===== src/rtl/pingpong_pkg.sv =====
// Shared types and helpers for the multi-bank ping-pong buffer.
package pingpong_pkg;

    typedef enum logic [1:0] {
        BANK_FREE    = 2'd0,
        BANK_FILLING = 2'd1,
        BANK_FULL    = 2'd2,
        BANK_READING = 2'd3
    } bank_state_t;

    // Bank pointers wrap at nbank, which need not be a power of two.
    function automatic int unsigned next_bank(input int unsigned ptr, input int unsigned nbank);
        return (ptr + 32'd1 >= nbank) ? 32'd0 : ptr + 32'd1;
    endfunction

endpackage


===== src/rtl/pp_bankmem.sv =====
// Simple dual-port RAM: one write port, one registered read port.
module pp_bankmem #(
    parameter int DW    = 8,
    parameter int AW    = 3,
    parameter int DEPTH = 8
) (
    input  logic          clk,
    input  logic          rst,
    input  logic          we_i,
    input  logic [AW-1:0] waddr_i,
    input  logic [DW-1:0] wdata_i,
    input  logic          re_i,
    input  logic [AW-1:0] raddr_i,
    output logic [DW-1:0] rdata_o
);

    logic [DW-1:0] mem_q [DEPTH];
    logic [DW-1:0] rdata_q;

    always_ff @(posedge clk) begin
        if (we_i) begin
            mem_q[waddr_i] <= wdata_i;
        end
    end

    // Only the output register is reset; array contents are left as-is.
    always_ff @(posedge clk) begin
        if (rst) begin
            rdata_q <= '0;
        end else if (re_i) begin
            rdata_q <= mem_q[raddr_i];
        end
    end

    assign rdata_o = rdata_q;

endmodule


===== src/rtl/pingpong_buf.sv =====
// N-bank ping-pong buffer: writer fills banks in ring order, reader drains
// committed banks in the same order.
module pingpong_buf
    import pingpong_pkg::*;
#(
    parameter int DATASIZE = 8,
    parameter int ADDRSIZE = 4,
    parameter int NBANK    = 2
) (
    input  logic                       clk,
    input  logic                       rst,
    input  logic [DATASIZE-1:0]        wdata,
    input  logic                       w_req_val,
    input  logic                       w_last,
    output logic                       wfull,
    input  logic                       r_req_val,
    output logic [DATASIZE-1:0]        rdata,
    output logic                       rvalid,
    output logic                       rlast,
    output logic                       rempty,
    output logic [$clog2(NBANK+1)-1:0] bank_cnt
);

    localparam int BLEN = 1 << ADDRSIZE;
    localparam int BW   = (NBANK > 1) ? $clog2(NBANK) : 1;
    localparam int CW   = $clog2(NBANK + 1);
    localparam int AW   = BW + ADDRSIZE;

    bank_state_t         state_q [NBANK];
    bank_state_t         state_d [NBANK];
    // Index of the final word of each committed bank (length - 1).
    logic [ADDRSIZE-1:0] last_q  [NBANK];
    logic [ADDRSIZE-1:0] last_d  [NBANK];
    logic [BW-1:0]       wbank_q, wbank_d, rbank_q, rbank_d;
    logic [ADDRSIZE-1:0] waddr_q, waddr_d, raddr_q, raddr_d;
    logic                rvalid_q, rlast_q;
    logic                wr_acc, rd_acc, commit, rd_last;
    logic [CW-1:0]       cnt;

    assign wfull   = (state_q[wbank_q] == BANK_FULL) || (state_q[wbank_q] == BANK_READING);
    assign rempty  = (state_q[rbank_q] == BANK_FREE) || (state_q[rbank_q] == BANK_FILLING);
    assign wr_acc  = w_req_val && !wfull;
    assign rd_acc  = r_req_val && !rempty;
    assign commit  = wr_acc && ((waddr_q == ADDRSIZE'(BLEN - 1)) || w_last);
    assign rd_last = rd_acc && (raddr_q == last_q[rbank_q]);

    always_comb begin
        state_d = state_q;
        last_d  = last_q;
        wbank_d = wbank_q;
        waddr_d = waddr_q;
        rbank_d = rbank_q;
        raddr_d = raddr_q;
        // Writer and reader always own different banks, so both may update.
        if (wr_acc) begin
            if (commit) begin
                state_d[wbank_q] = BANK_FULL;
                last_d[wbank_q]  = waddr_q;
                wbank_d          = BW'(next_bank(32'(wbank_q), NBANK));
                waddr_d          = '0;
            end else begin
                state_d[wbank_q] = BANK_FILLING;
                waddr_d          = waddr_q + ADDRSIZE'(1);
            end
        end
        if (rd_acc) begin
            if (rd_last) begin
                state_d[rbank_q] = BANK_FREE;
                rbank_d          = BW'(next_bank(32'(rbank_q), NBANK));
                raddr_d          = '0;
            end else begin
                state_d[rbank_q] = BANK_READING;
                raddr_d          = raddr_q + ADDRSIZE'(1);
            end
        end
    end

    always_comb begin
        cnt = '0;
        for (int i = 0; i < NBANK; i++) begin
            if ((state_q[i] == BANK_FULL) || (state_q[i] == BANK_READING)) begin
                cnt = cnt + CW'(1);
            end
        end
    end

    always_ff @(posedge clk) begin
        if (rst) begin
            for (int i = 0; i < NBANK; i++) begin
                state_q[i] <= BANK_FREE;
            end
            wbank_q  <= '0;
            rbank_q  <= '0;
            waddr_q  <= '0;
            raddr_q  <= '0;
            rvalid_q <= 1'b0;
            rlast_q  <= 1'b0;
        end else begin
            state_q  <= state_d;
            wbank_q  <= wbank_d;
            rbank_q  <= rbank_d;
            waddr_q  <= waddr_d;
            raddr_q  <= raddr_d;
            rvalid_q <= rd_acc;
            rlast_q  <= rd_last;
        end
    end

    always_ff @(posedge clk) begin
        last_q <= last_d;
    end

    pp_bankmem #(
        .DW   (DATASIZE),
        .AW   (AW),
        .DEPTH(NBANK * BLEN)
    ) u_mem (
        .clk    (clk),
        .rst    (rst),
        .we_i   (wr_acc),
        .waddr_i({wbank_q, waddr_q}),
        .wdata_i(wdata),
        .re_i   (rd_acc),
        .raddr_i({rbank_q, raddr_q}),
        .rdata_o(rdata)
    );

    assign rvalid   = rvalid_q;
    assign rlast    = rlast_q;
    assign bank_cnt = cnt;

endmodule


===== config.mk =====
export PLATFORM = sky130hd
export DESIGN_NAME = pingpong_buf
export DESIGN_NICKNAME = d
export VERILOG_FILES = /design/src/rtl/pingpong_pkg.sv /design/src/rtl/pp_bankmem.sv /design/src/rtl/pingpong_buf.sv
export SDC_FILE = /design/constraint.sdc
export NUM_CORES = 1
export LEC_CHECK = 0
export CAP_MARGIN = 0
export CORE_ASPECT_RATIO = 0.7
export CORE_MARGIN = 3
export CORE_UTILIZATION = 50
export CTS_CLUSTER_SIZE = 30
export DETAILED_ROUTE_END_ITERATION = 10
export PLACE_DENSITY = 0.7
export RECOVER_POWER = 25
export SLEW_MARGIN = 0
export SYNTH_ARGS = -nofsm -noshare
export SYNTH_HDL_FRONTEND = slang
export SYNTH_HIERARCHICAL = 1
export SYNTH_SLANG_ARGS = --single-unit

===== constraint.sdc =====
create_clock -name clk -period 2.87 [get_ports clk]
set_clock_uncertainty 0.05 [all_clocks]
set_input_delay 0.574 -clock clk [delete_from_list [all_inputs] [get_ports clk]]
set_output_delay 0.574 -clock clk [all_outputs]
set_load 0.02 [all_outputs]

==> summary.md, run 1 <==
The tools report the number of global-route vias before repair as 6254. Entering global routing, the biggest net connects 42 pins. The initial utilization of the core area, before any placement, comes to 51.7%. The ratio of final minimum period to clock period was 96.0%. The final period demand of the worst path was 2.76 ns; the multiplexer area fraction after synthesis was 11.9%. Dividing the detail-routed via count by the number of cells gives 5.94. The run finished, with violations left. In this run the deepest clock path goes through 3 buffers. The tools report the root buffer cell as sky130_fd_sc_hd__clkbuf_16.

The setup slack of the worst register-to-register path came out at 0.35 ns. After detailed routing, the average wire length per cell comes to 23.8 µm. The run gives 27 as the number of clock buffers inserted by TritonCTS. After synthesis, the share of flip-flops with an asynchronous set or reset is 0%. The number of buffers inserted to repair setup after CTS was 0; the width of the die was 186 µm. The congestion estimate from routability-driven global placement came to 0.848. The static leakage was 4.07 nW. The logs give 0.000421 V for the worst voltage drop across the vdd grid and 0 for the number of buffers added to fix hold violations after cts. The number of antenna violations at the first check in global routing was 0; the total number of yosys warnings was 6. The kind of critical path was register to output port.

For the max capacitance violation total, the log shows 3. The endpoint arrival time on the critical path came out at 2.13 ns. The die covers 24600 µm². The cell taking the most area after synthesis is sky130_fd_sc_hd__edfxtp_1.

The portion of synthesized cell area occupied by the leading cell type is 69.6%. In this run, synthesis inferred 264 flip-flops with an integrated enable. The xor-xnor portion of the synthesized cell area is 0.308%. For the total number of H-tree levels, the log shows 1. The worst min-delay path class is register to register. In this run switching power makes up 20.5% of total power. The tools report the gate count of the mapped netlist as 704.

The checks that failed: capacitance limit, slew limit. Summing the areas of all compound-gate instances in the mapped netlist gives 6.91% of the synthesized area. Summing the areas of all fa, ha and maj instances in the mapped netlist gives 0.330% of the synthesized area. The later-pin clock latency in the skew report is 0.53 ns. The run gives 26.1 mm as the post-detailed-routing wire length. In this run the worst path has a maximum fanout of 12.

The logs give 22000 µm² for the core region area and 53.6% for the register share of total power. In the global route stage, overall resource usage came out at 21.0%. The number of buffers added on ports was 26.

The run gives 1098 as the filler-free cell count of the finished design. The worst setup path is captured at an output port. The floorplan has 45 rows. The total internal power is 6.83 mW.

The worst setup path is launched from a register. The number of nets produced by synthesis is 720. Per report_power, the clock group accounts for 41.5% of the total. The height of the die was 132 µm.

Total count of max-transition violations in the final report: 99. The logs give 0 for the number of hold violations in the final report and 0 for the leftover overflow at the end of global routing. For the number of ports placed on the die boundary, the log shows 27.

The worst pin sits at a relative slew slack of -22.2%. TritonCTS built the clock tree. Of the total power, combinational logic draws 4.9%. The sequential element share of the synthesized area came out at 73.5%. For the final count of negative-setup-slack endpoints, the log shows 0.

The number of distinct library cells after synthesis was 34; the slew at the pin closest to its max-slew limit was 1.83 ns. In the routed design, unresolved DRC markers number 0. The remaining number of nets flagged by the antenna check after routing was 0; the number of antenna cells inserted was 0.

Counting flops and latches in the post-synthesis netlist gives 286. For the data required time of the critical path, the log shows 2.25 ns. The maximum clock rate came out at 363 MHz. The count of filler cells inserted in the layout is 1630, and the initial detailed-routing violation count is 778.

The run gives 6522 as the number of vias in the routed layout. Clock-pin slew was measured on the worst setup and hold paths at 0.06 ns. The net count of the finished layout is 789. Setup repair after global routing left no endpoint under its margin. The layout overhead on the synthesized area was 15.4%; the final total negative setup slack was 0 ns.

The tools report the wire length of the first global-routing pass as 39.2 mm. The proportion of layout cells with a drive suffix above 1 was 12.5%; the number of gates resized after CTS was 0. The post-synthesis simple-gate area fraction is 4.81%, and the share of the core filled with cells in the final layout is 59.6%. Summing every instance area after synthesis gives 11400 µm². In this run the mean area of a mapped cell was 16.2 µm². The detailed-placement wirelength estimate came out at 16.7 mm. Power spread over the standard cell area amounts to 654 nW/µm².

After synthesis, the cell types taking the most area are sky130_fd_sc_hd__edfxtp_1 (70%), sky130_fd_sc_hd__mux2i_1 (12%), sky130_fd_sc_hd__a22oi_1 (4.3%). The total number of clock tree sinks is 286. By area, the combinational part of the netlist is dominated by multiplexers.

The run gives 1.76 mW as the switching component of the power. Among all flip-flop cells after synthesis, the most frequent one is sky130_fd_sc_hd__edfxtp_1. The run gives 6 as the number of detailed-routing iterations run before antenna repair. The placed instance count was 1049.
## sequential cells by signal, summed over array words and instances (netlist names)
signal	flops
raddr_q	4
last_q	8
state_q	2
u_mem/mem_q	256
rbank_q	1
u_mem/rdata_o	8
wbank_q	1
waddr_q	4
rvalid	1
rlast	1
## cells in the mapped netlist (all sizes together) (2+ instances only)
| cell type | count |
|---|---|
| a211oi | 8 |
| edfxtp | 264 |
| or3b | 4 |
| a31oi | 2 |
| nand2 | 10 |
| a22oi | 65 |
| nand2b | 3 |
| nand3b | 7 |
| nor3 | 4 |
| mux2i | 135 |
| xor2 | 4 |
| ha | 3 |
| inv | 4 |
| or4 | 8 |
| nand3 | 8 |
| nor2 | 57 |
| or2 | 2 |
| o21ai | 3 |
| clkbuf | 22 |
| nor2b | 3 |
| dfxtp | 22 |
| buf | 20 |
| a21oi | 39 |
## path summary, 6_finish.rpt
path / endpoint / depth (start not counted) / startpoint
hold reg to reg: u_mem/rdata_o[6] / 2 / u_mem/rdata_o[6]
hold / removal: u_mem/rdata_o[6] / 2 / u_mem/rdata_o[6]
setup / recovery: rempty / 2 / rbank_q
setup reg to reg: u_mem/rdata_o[5] / 6 / raddr_q[2]
## cell usage in the layout, fill, tap and decap left out, types with 5 or more instances in the layout
cell type / n
sky130_fd_sc_hd__edfxtp_1: 264
sky130_fd_sc_hd__mux2i_1: 135
sky130_fd_sc_hd__a22oi_1: 65
sky130_fd_sc_hd__nor2_1: 56
sky130_fd_sc_hd__buf_4: 47
sky130_fd_sc_hd__a21oi_1: 39
sky130_fd_sc_hd__clkbuf_16: 27
sky130_fd_sc_hd__clkdlybuf4s50_1: 21
sky130_fd_sc_hd__dfxtp_1: 21
sky130_fd_sc_hd__clkbuf_1: 12
sky130_fd_sc_hd__nand2_1: 10
sky130_fd_sc_hd__nand3_1: 8
sky130_fd_sc_hd__or4_1: 8
sky130_fd_sc_hd__a211oi_1: 8
sky130_fd_sc_hd__nand3b_1: 7
sky130_fd_sc_hd__clkinv_1: 5
sky130_fd_sc_hd__dlygate4sd3_1: 5
## routing by layer
layer	vias to the layer above	wire (µm)	part of all wire, %	global-route usage [%]
met3	47	2300	8.8	3.91
li1	2892	-	-	-
met2	336	11500	44	31.6
met4	0	505	1.9	4.28
met1	3247	11800	45	32.4
met5	-	0	0	0
## logic make-up after synthesis
logic type	count (synthesis)
adders and majority gates	3
xor gates and xnor gates	4
and+or+nand+nor	111
buffers and inverters	46
AOI/OAI and AO/OA	119
DFF	286
muxes	135
## cell type report
type / count / area (µm²) / share of cell area, %
Clock buffer: 34 / 702 / 5.35
Clock inverter: 15 / 183 / 1.39
Inverter: 4 / 15.0 / 0.114
Multi-Input combinational cell: 372 / 2770 / 21.1
Sequential cell: 286 / 8370 / 63.8
Tap cell: 305 / 382 / 2.91
Timing Repair Buffer: 82 / 712 / 5.42
## power groups by stage
| stage | combinational, mW | clock (mW) | sequential [mW] |
|---|---|---|---|
| floorplan | 0.223 | 0 | 4.70 |
| global placement | 0.411 | 0 | 4.69 |
| detailed placement | 0.421 | 0 | 4.69 |
| CTS | 0.423 | 3.61 | 4.61 |
| global route | 0.447 | 3.82 | 4.61 |
| finish | 0.419 | 3.56 | 4.61 |
## worst max-delay path, cell delays in order (launching register included)
cell and delay, ns:
sky130_fd_sc_hd__dfxtp_1 0.68, sky130_fd_sc_hd__mux2i_1 0.29, sky130_fd_sc_hd__clkdlybuf4s50_1 0.64
## per-stage QoR
stage	instance area, µm²	hold slack (ns)	setup slack [ns]	power [mW]
5_1_grt	13100	0.494	0.0288	8.87
3_5_place_dp	12300	0.458	0.0812	5.12
6_report	13100	0.463	0.114	8.59
3_3_place_gp	12300	0.454	0.165	5.10
2_1_floorplan	11400	0.460	0.466	4.92
4_1_cts	13200	0.468	0.0920	8.63
(Power assumes the default switching activity.)
==> run 2: changes to the inputs <==
--- a/config.mk
+++ b/config.mk
@@ -13,6 +13,7 @@
 export DETAILED_ROUTE_END_ITERATION = 10
 export PLACE_DENSITY = 0.7
 export RECOVER_POWER = 25
+export SETUP_SLACK_MARGIN = 0.05
 export SLEW_MARGIN = 0
 export SYNTH_ARGS = -nofsm -noshare
 export SYNTH_HDL_FRONTEND = slang
==> summary.md, run 2 (synthesis results as in run 1) <==
The data required time of the critical path was 2.25 ns (about the same). Least setup slack across all paths after layout: 0.301 ns (+0.187 ns). The leftover overflow at the end of global routing was 0 (unchanged). The worst min-delay path class is register to register. The clock-pin slew on the worst setup and hold paths is 0.06 ns (about the same), and the maximum clock rate is 389 MHz (+7.3%). The layout overhead on the synthesized area was 15.4% (about the same); the total count of max-transition violations in the final report was 99 (unchanged). The tools report the number of remaining DRC errors as 0 (unchanged). For the count of filler cells inserted in the layout, the log shows 1630 (unchanged). Walking the worst path, the cells encountered are mux2i_1 -> clkdlybuf4s50_1. Per-cell via count in the routed design: 5.92 (-0.26%).

Wire length of the first global-routing pass: 39.2 mm (unchanged). The number of antenna violations at the first check in global routing came out at 0 (unchanged). The startpoint identified for the worst register-to-register timing path is raddr_q[2]. The tools report the worst setup path endpoint as rempty. The maximum fanout along the worst path is 12 (unchanged).

The run gives 0 (unchanged) as the number of antenna cells inserted. The critical path's slowest cell is sky130_fd_sc_hd__clkdlybuf4s50_1. The slew at the pin closest to its max-slew limit is 1.81 ns (-0.0242 ns). The register share of total power is 53.6% (about the same), and the width of the die is 186 µm (unchanged). The final period demand of the worst path came out at 2.57 ns (-0.187 ns). The run gives 26.2 mm (+0.18%) as the post-detailed-routing wire length. The final weighted congestion of routability-driven global placement came out at 0.848 (unchanged).

The most common library cell in the layout ignoring fill and taps is sky130_fd_sc_hd__edfxtp_1. Combined global-route utilization of all metal layers: 21.0% (unchanged). The root buffer cell is sky130_fd_sc_hd__clkbuf_16. The share of the core filled with cells in the final layout was 59.7% (about the same). The number of buffers added on ports came out at 26 (unchanged). For the static leakage, the log shows 4.07 nW (about the same).

The combinational share of power came out at 4.9% (about the same). The logs give 1.94 ns (-0.19 ns) for the endpoint arrival time on the critical path and 0.0812 ns (unchanged) for the post-place setup slack. The total internal power was 6.83 mW (about the same). The number of global-route vias before repair came out at 6254 (unchanged). The number of buffers inserted to repair setup after CTS was 0 (unchanged); the number of flip-flops under the largest register name was 256 (unchanged).

The ratio of final minimum period to clock period was 89.5% (-6.5 points); the remaining number of nets flagged by the antenna check after routing was 0 (unchanged). Final routed wire length divided by cell count: 23.8 µm (+0.18%). The design area is 13100 µm² (about the same), and the number of nets in the finished design is 789 (unchanged).

The startpoint identified for the worst hold timing path is u_mem/rdata_o[6]. The cell depth of the worst flop-to-flop path works out to 6 (unchanged). The area after detailed placement is 12300 µm² (unchanged).

For the core region area, the log shows 22000 µm² (unchanged). The logs give 1.76 mW (+0.14%) for the switching component of the power and 0 (unchanged) for the number of buffers added to fix hold violations after cts. The tools report the number of ports placed on the die boundary as 27 (unchanged). The multi-input combinational cell area came out at 2770 µm² (unchanged). The type of origin of the critical path is a register. The tools report the effective utilization at floorplan as 51.7% (unchanged).

The library cells used most frequently in the layout, excluding fill and tap cells, are sky130_fd_sc_hd__edfxtp_1 (264), sky130_fd_sc_hd__mux2i_1 (135), sky130_fd_sc_hd__a22oi_1 (65). The flow ran to the end, but the final reports show violations. The proportion of layout cells with a drive suffix above 1 was 12.6% (+0.13 points); the largest net degree at the start of global routing was 42 (unchanged). The final count of negative-setup-slack endpoints came out at 0 (unchanged). The logs give -20.5% (+1.6 points) for the max-slew headroom at the worst pin and 27 (unchanged) for the number of clock buffers inserted by TritonCTS. The tools report the final total negative setup slack as 0 ns (unchanged). The number of detailed-routing iterations run before antenna repair was 5 (-1).

Number of hold violations in the final report: 0 (unchanged). Setup repair after global routing left no endpoint under its margin. The power density over the cells was 654 nW/µm² (about the same). The number of vias in the routed layout is 6505 (-0.26%), and the height of the die is 132 µm (unchanged).

Max capacitance violation total: 3 (unchanged). The origin of the worst setup path is rbank_q. The register with the most flip-flops in the final layout is u_mem/mem_q. TritonCTS built the clock tree.

The total number of H-tree levels is 1 (unchanged), and the die area is 24600 µm² (unchanged). Kind of critical path: register to output port. Switching share of power: 20.5% (+0.022 points). The stage delay of the slowest cell on the critical path was 0.64 ns (-0.04 ns). Number of rows in the core area: 45 (unchanged). Number of instances on the worst hold path: 2 (unchanged).

The tools report the terminus of the critical flop-to-flop path as u_mem/rdata_o[5]. The initial detailed-routing violation count is 791 (+1.7%). The worst voltage drop across the vdd grid is 0.000421 V (about the same). The total number of clock tree sinks came out at 286 (unchanged).

Detailed-placement wirelength estimate: 16.7 mm (unchanged). The run gives 41.5% (about the same) as the fraction of power consumed by the clock network. The tools report the later-pin clock latency in the skew report as 0.53 ns (about the same).

The element type at the critical path end was an output port. The checks that failed: capacitance limit, slew limit. The setup slack of the worst register-to-register path is 0.36 ns (about the same). The register area is 8370 µm² (about the same).

Clock tree buffer depth: 3 (unchanged).
run 2: worst min path at each step:
stage | endpoint | slack (ns)
after global placement | u_mem/rdata_o[3] | 0.45
after floorplan | state_q[3] | 0.46
after detailed placement | u_mem/rdata_o[6] | 0.46
final | u_mem/rdata_o[6] | 0.46
after global routing | u_mem/rdata_o[7] | 0.49
after CTS | u_mem/rdata_o[6] | 0.47
run 2: final cells by class:
cell class	instances	area share [%]
flip-flops and latches	286	63.8
multi-input cells	372	21.1
repair buffers	82	5.42
clock buffers	34	5.34
well taps	305	2.91
clock inverters	15	1.39
inverters	4	0.114
run 2: power groups by stage:
stage,Combinational (mW),Clock [mW],Sequential [mW]
3_3_place_gp,0.411,0,4.69
2_1_floorplan,0.223,0,4.70
4_1_cts,0.423,3.61,4.61
6_report,0.419,3.57,4.61
5_1_grt,0.447,3.82,4.61
3_5_place_dp,0.421,0,4.69
run 2: worst max-delay path: cells and delay by family, from the launching register on:
family                 cells  cell delay (ns)
buffers and inverters      1             0.64
DFF                        1             0.51
muxes                      1             0.26
run 2: layer usage:
metal | vias up | wire [µm] | GRT usage (%)
met5 | - | 0 | 0
met2 | 326 | 11500 | 31.6
met4 | 0 | 533 | 4.28
met1 | 3242 | 11800 | 32.4
met3 | 50 | 2360 | 3.91
li1 | 2887 | - | -
run 2: per-stage QoR:
step	hold WS, ns	power (mW)	instances
after global routing	0.494	8.87	1098
after CTS	0.468	8.63	1098
final	0.462	8.59	1098
after floorplan	0.460	4.92	704
after global placement	0.454	5.10	1049
after detailed placement	0.458	5.12	1049
run 2: timing repair:
item                                    in CTS  in global routing
endpoints found under the setup margin       0                  1
gates resized for setup                      0                  1
hold endpoints to repair                     0                  0
==> run 3: changes to the inputs <==
--- a/config.mk
+++ b/config.mk
@@ -8,12 +8,12 @@
 export CAP_MARGIN = 0
 export CORE_ASPECT_RATIO = 0.7
 export CORE_MARGIN = 3
-export CORE_UTILIZATION = 50
+export CORE_UTILIZATION = 60
 export CTS_CLUSTER_SIZE = 30
 export DETAILED_ROUTE_END_ITERATION = 10
-export PLACE_DENSITY = 0.7
+export MAX_ROUTING_LAYER = met4
+export PLACE_DENSITY = 0.81
 export RECOVER_POWER = 25
-export SETUP_SLACK_MARGIN = 0.05
 export SLEW_MARGIN = 0
 export SYNTH_ARGS = -nofsm -noshare
 export SYNTH_HDL_FRONTEND = slang
==> summary.md, run 3 (synthesis results as in run 1) <==
The post-place setup slack came out at 0.170 ns (+0.0891 ns). Register bank with the most flops: u_mem/mem_q. The run gives 8.54 mW (-0.66%) as the total power consumption of the routed design. In this run the most critical hold path is launched from u_mem/rdata_o[3].

The wire length of the first global-routing pass came out at 39.1 mm (-0.44%). Leaving out fill and tap cells, the most frequent cells in the layout are sky130_fd_sc_hd__edfxtp_1 (264), sky130_fd_sc_hd__mux2i_1 (135), sky130_fd_sc_hd__a22oi_1 (65). From synthesis to final layout, the design area changed by 14.3%. The beginning of the worst register-to-register path was raddr_q[2].

The cell depth of the worst flop-to-flop path came out at 6 (unchanged). The final period demand of the worst path works out to 2.78 ns (+0.209 ns). The die area is 20700 µm² (-16%). The critical path buffer and inverter count was 1 (unchanged); the leftover overflow at the end of global routing was 0 (unchanged). The worst setup path is captured at an output port. The slew at the pin closest to its max-slew limit was 1.95 ns (+0.141 ns). The total internal power is 6.80 mW (-0.44%), and the effective utilization at floorplan is 62.2% (+10 points). The number of flip-flops under the largest register name is 256 (unchanged), and the maximum fanout along the worst path is 12 (unchanged).

The core region area is 18300 µm² (-17%), and the largest net degree at the start of global routing is 60 (+43%). Walking the worst path, the cells encountered are mux2i_1 -> clkdlybuf4s50_1. The run gives 0 (unchanged) as the number of buffers inserted to repair setup after CTS. The number of instances on the worst hold path was 2 (unchanged). The most common library cell in the layout ignoring fill and taps was sky130_fd_sc_hd__edfxtp_1. Maximum clock rate: 360 MHz (-7.5%).

The run gives 4.05 nW (-0.34%) as the static leakage. The root buffer cell is sky130_fd_sc_hd__clkbuf_16. The height of the die is 121 µm (-8.3%), and the switching share of power is 20.3% (-0.18 points). The final count of negative-setup-slack endpoints came out at 0 (unchanged). The cell family contributing the most delay on the critical path is flip-flops. Total number of H-tree levels: 1 (unchanged). The stage delay of the slowest cell on the critical path works out to 0.69 ns (+0.05 ns).

The number of rows in the core area was 41 (-8.9%); the number of antenna violations at the first check in global routing was 1 (+1). For the initial detailed-routing violation count, the log shows 1022 (+29%). The number of detailed-routing iterations run before antenna repair was 6 (+1).

The data required time of the critical path is 2.25 ns (about the same), and the clock-pin slew on the worst setup and hold paths is 0.07 ns (about the same). The worst min-delay path class was register to register. The number of global-route vias before repair is 6565 (+5.0%), and the width of the die is 171 µm (-8.4%). The logs give 54.0% (+0.4 points) for the register share of total power and 41.2% (-0.3 points) for the fraction of power consumed by the clock network. Setup repair after global routing left no endpoint under its margin.

The remaining number of nets flagged by the antenna check after routing was 0 (unchanged); the combined global-route utilization of all metal layers was 26.1% (+5.1 points). For the clock tree buffer depth, the log shows 3 (unchanged). The run gives 0.863 (+1.8%) as the final weighted congestion of routability-driven global placement. The kind of critical path is register to output port.

TritonCTS built the clock tree. The total count of max-transition violations in the final report came out at 231 (+130%). The number of buffers added to fix hold violations after cts is 0 (unchanged), and the number of remaining DRC errors is 0 (unchanged). The least setup slack across all paths after layout was 0.0924 ns (-0.209 ns). The flow ran to the end, but the final reports show violations.

Ratio of final minimum period to clock period: 96.8% (+7.3 points). The final routed wire length divided by cell count is 25.3 µm (+6.1%), and the number of nets in the finished design is 787 (-0.25%). The logs give 15.8 mm (-5.4%) for the detailed-placement wirelength estimate and 0 ns (unchanged) for the final total negative setup slack. The endpoint arrival time on the critical path came out at 2.15 ns (+0.21 ns). Later-pin clock latency in the skew report: 0.53 ns (about the same).

The number of gates resized after CTS was 0 (unchanged); the combinational share of power was 4.8% (about the same). The setup slack of the worst register-to-register path was 0.44 ns (+0.08 ns). The tools report the hold-critical path endpoint as u_mem/rdata_o[3]. The power density over the cells came out at 656 nW/µm² (+0.28%). Max-slew headroom at the worst pin: -30.0% (-9.4 points). Total number of clock tree sinks: 286 (unchanged).

The number of clock buffers inserted by TritonCTS was 26 (-3.7%); the number of ports placed on the die boundary was 27 (unchanged). On the critical path, the stage with the largest delay is an instance of sky130_fd_sc_hd__dfxtp_1. The final reports fail on capacitance limit, slew limit. The count of filler cells inserted in the layout came out at 1114 (-32%).

The worst setup path is launched from a register. The tools report the number of hold violations in the final report as 0 (unchanged). The per-cell via count in the routed design is 6.52 (+10%).

For the number of vias in the routed layout, the log shows 6705 (+3.1%). The tools report the worst voltage drop across the vdd grid as 0.000487 V (+16%). The switching component of the power is 1.73 mW (-1.5%), and the post-detailed-routing wire length is 26.0 mm (-0.71%).

The proportion of layout cells with a drive suffix above 1 came out at 12.5% (-0.095 points). The max capacitance violation total was 7 (+4); the number of buffers added on ports was 26 (unchanged). The worst register-to-register path ends at u_mem/rdata_o[1].
## run 3: worst register-to-register path, stage by stage (launching register included)
cell and delay [ns]:
sky130_fd_sc_hd__dfxtp_1 0.41, sky130_fd_sc_hd__and2_1 0.31, sky130_fd_sc_hd__buf_4 0.25, sky130_fd_sc_hd__a22oi_1 0.38, sky130_fd_sc_hd__a21oi_1 0.14, sky130_fd_sc_hd__or4_1 0.52, sky130_fd_sc_hd__a211oi_1 0.26
## run 3: power groups by stage
stage | Clock [mW] | Sequential (mW) | Combinational [mW]
after global routing | 3.73 | 4.61 | 0.434
after global placement | 0 | 4.69 | 0.393
final | 3.52 | 4.61 | 0.411
after CTS | 3.55 | 4.60 | 0.413
after floorplan | 0 | 4.70 | 0.223
after detailed placement | 0 | 4.69 | 0.410
## run 3: layout make-up
cell class                      count  area, µm²  share of cell area, %
Inverter                            4       15.0                  0.115
Sequential cell                   286       8370                   64.4
Clock buffer                       29        683                   5.25
Multi-Input combinational cell    372       2770                   21.3
Antenna cell                        1       2.50                 0.0192
Clock inverter                     19        190                   1.46
Timing Repair Buffer               81        684                   5.26
Tap cell                          236        295                   2.27
## run 3: through the flow
| step | std cells | instance area (µm²) | hold WS, ns | util (%) |
|---|---|---|---|---|
| finish | 1028 | 13000 | 0.464 | 71.0 |
| global route | 1028 | 13000 | 0.474 | 71.0 |
| CTS | 1027 | 13000 | 0.456 | 71.2 |
| detailed placement | 979 | 12200 | 0.448 | 66.4 |
| global placement | 979 | 12200 | 0.432 | 66.4 |
| floorplan | 704 | 11400 | 0.460 | - |
## run 3: how the worst max path moves through the flow
stage	cells after the start	endpoint	startpoint
2_1_floorplan	6	u_mem/mem_q[0][0]	wbank_q
3_3_place_gp	6	u_mem/mem_q[12][0]	w_req_val
3_5_place_dp	6	u_mem/mem_q[20][0]	w_req_val
4_1_cts	2	rempty	rbank_q
5_1_grt	2	rempty	rbank_q
6_report	2	rempty	rbank_q
## run 3: layer usage
metal / global-route usage, % / wire length (µm) / vias up
li1: - / - / 2885
met1: 38.0 / 10700 / 3321
met2: 37.3 / 11600 / 432
met3: 7.10 / 3040 / 67
met4: 6.43 / 618 / 0
met5: - / 0 / -
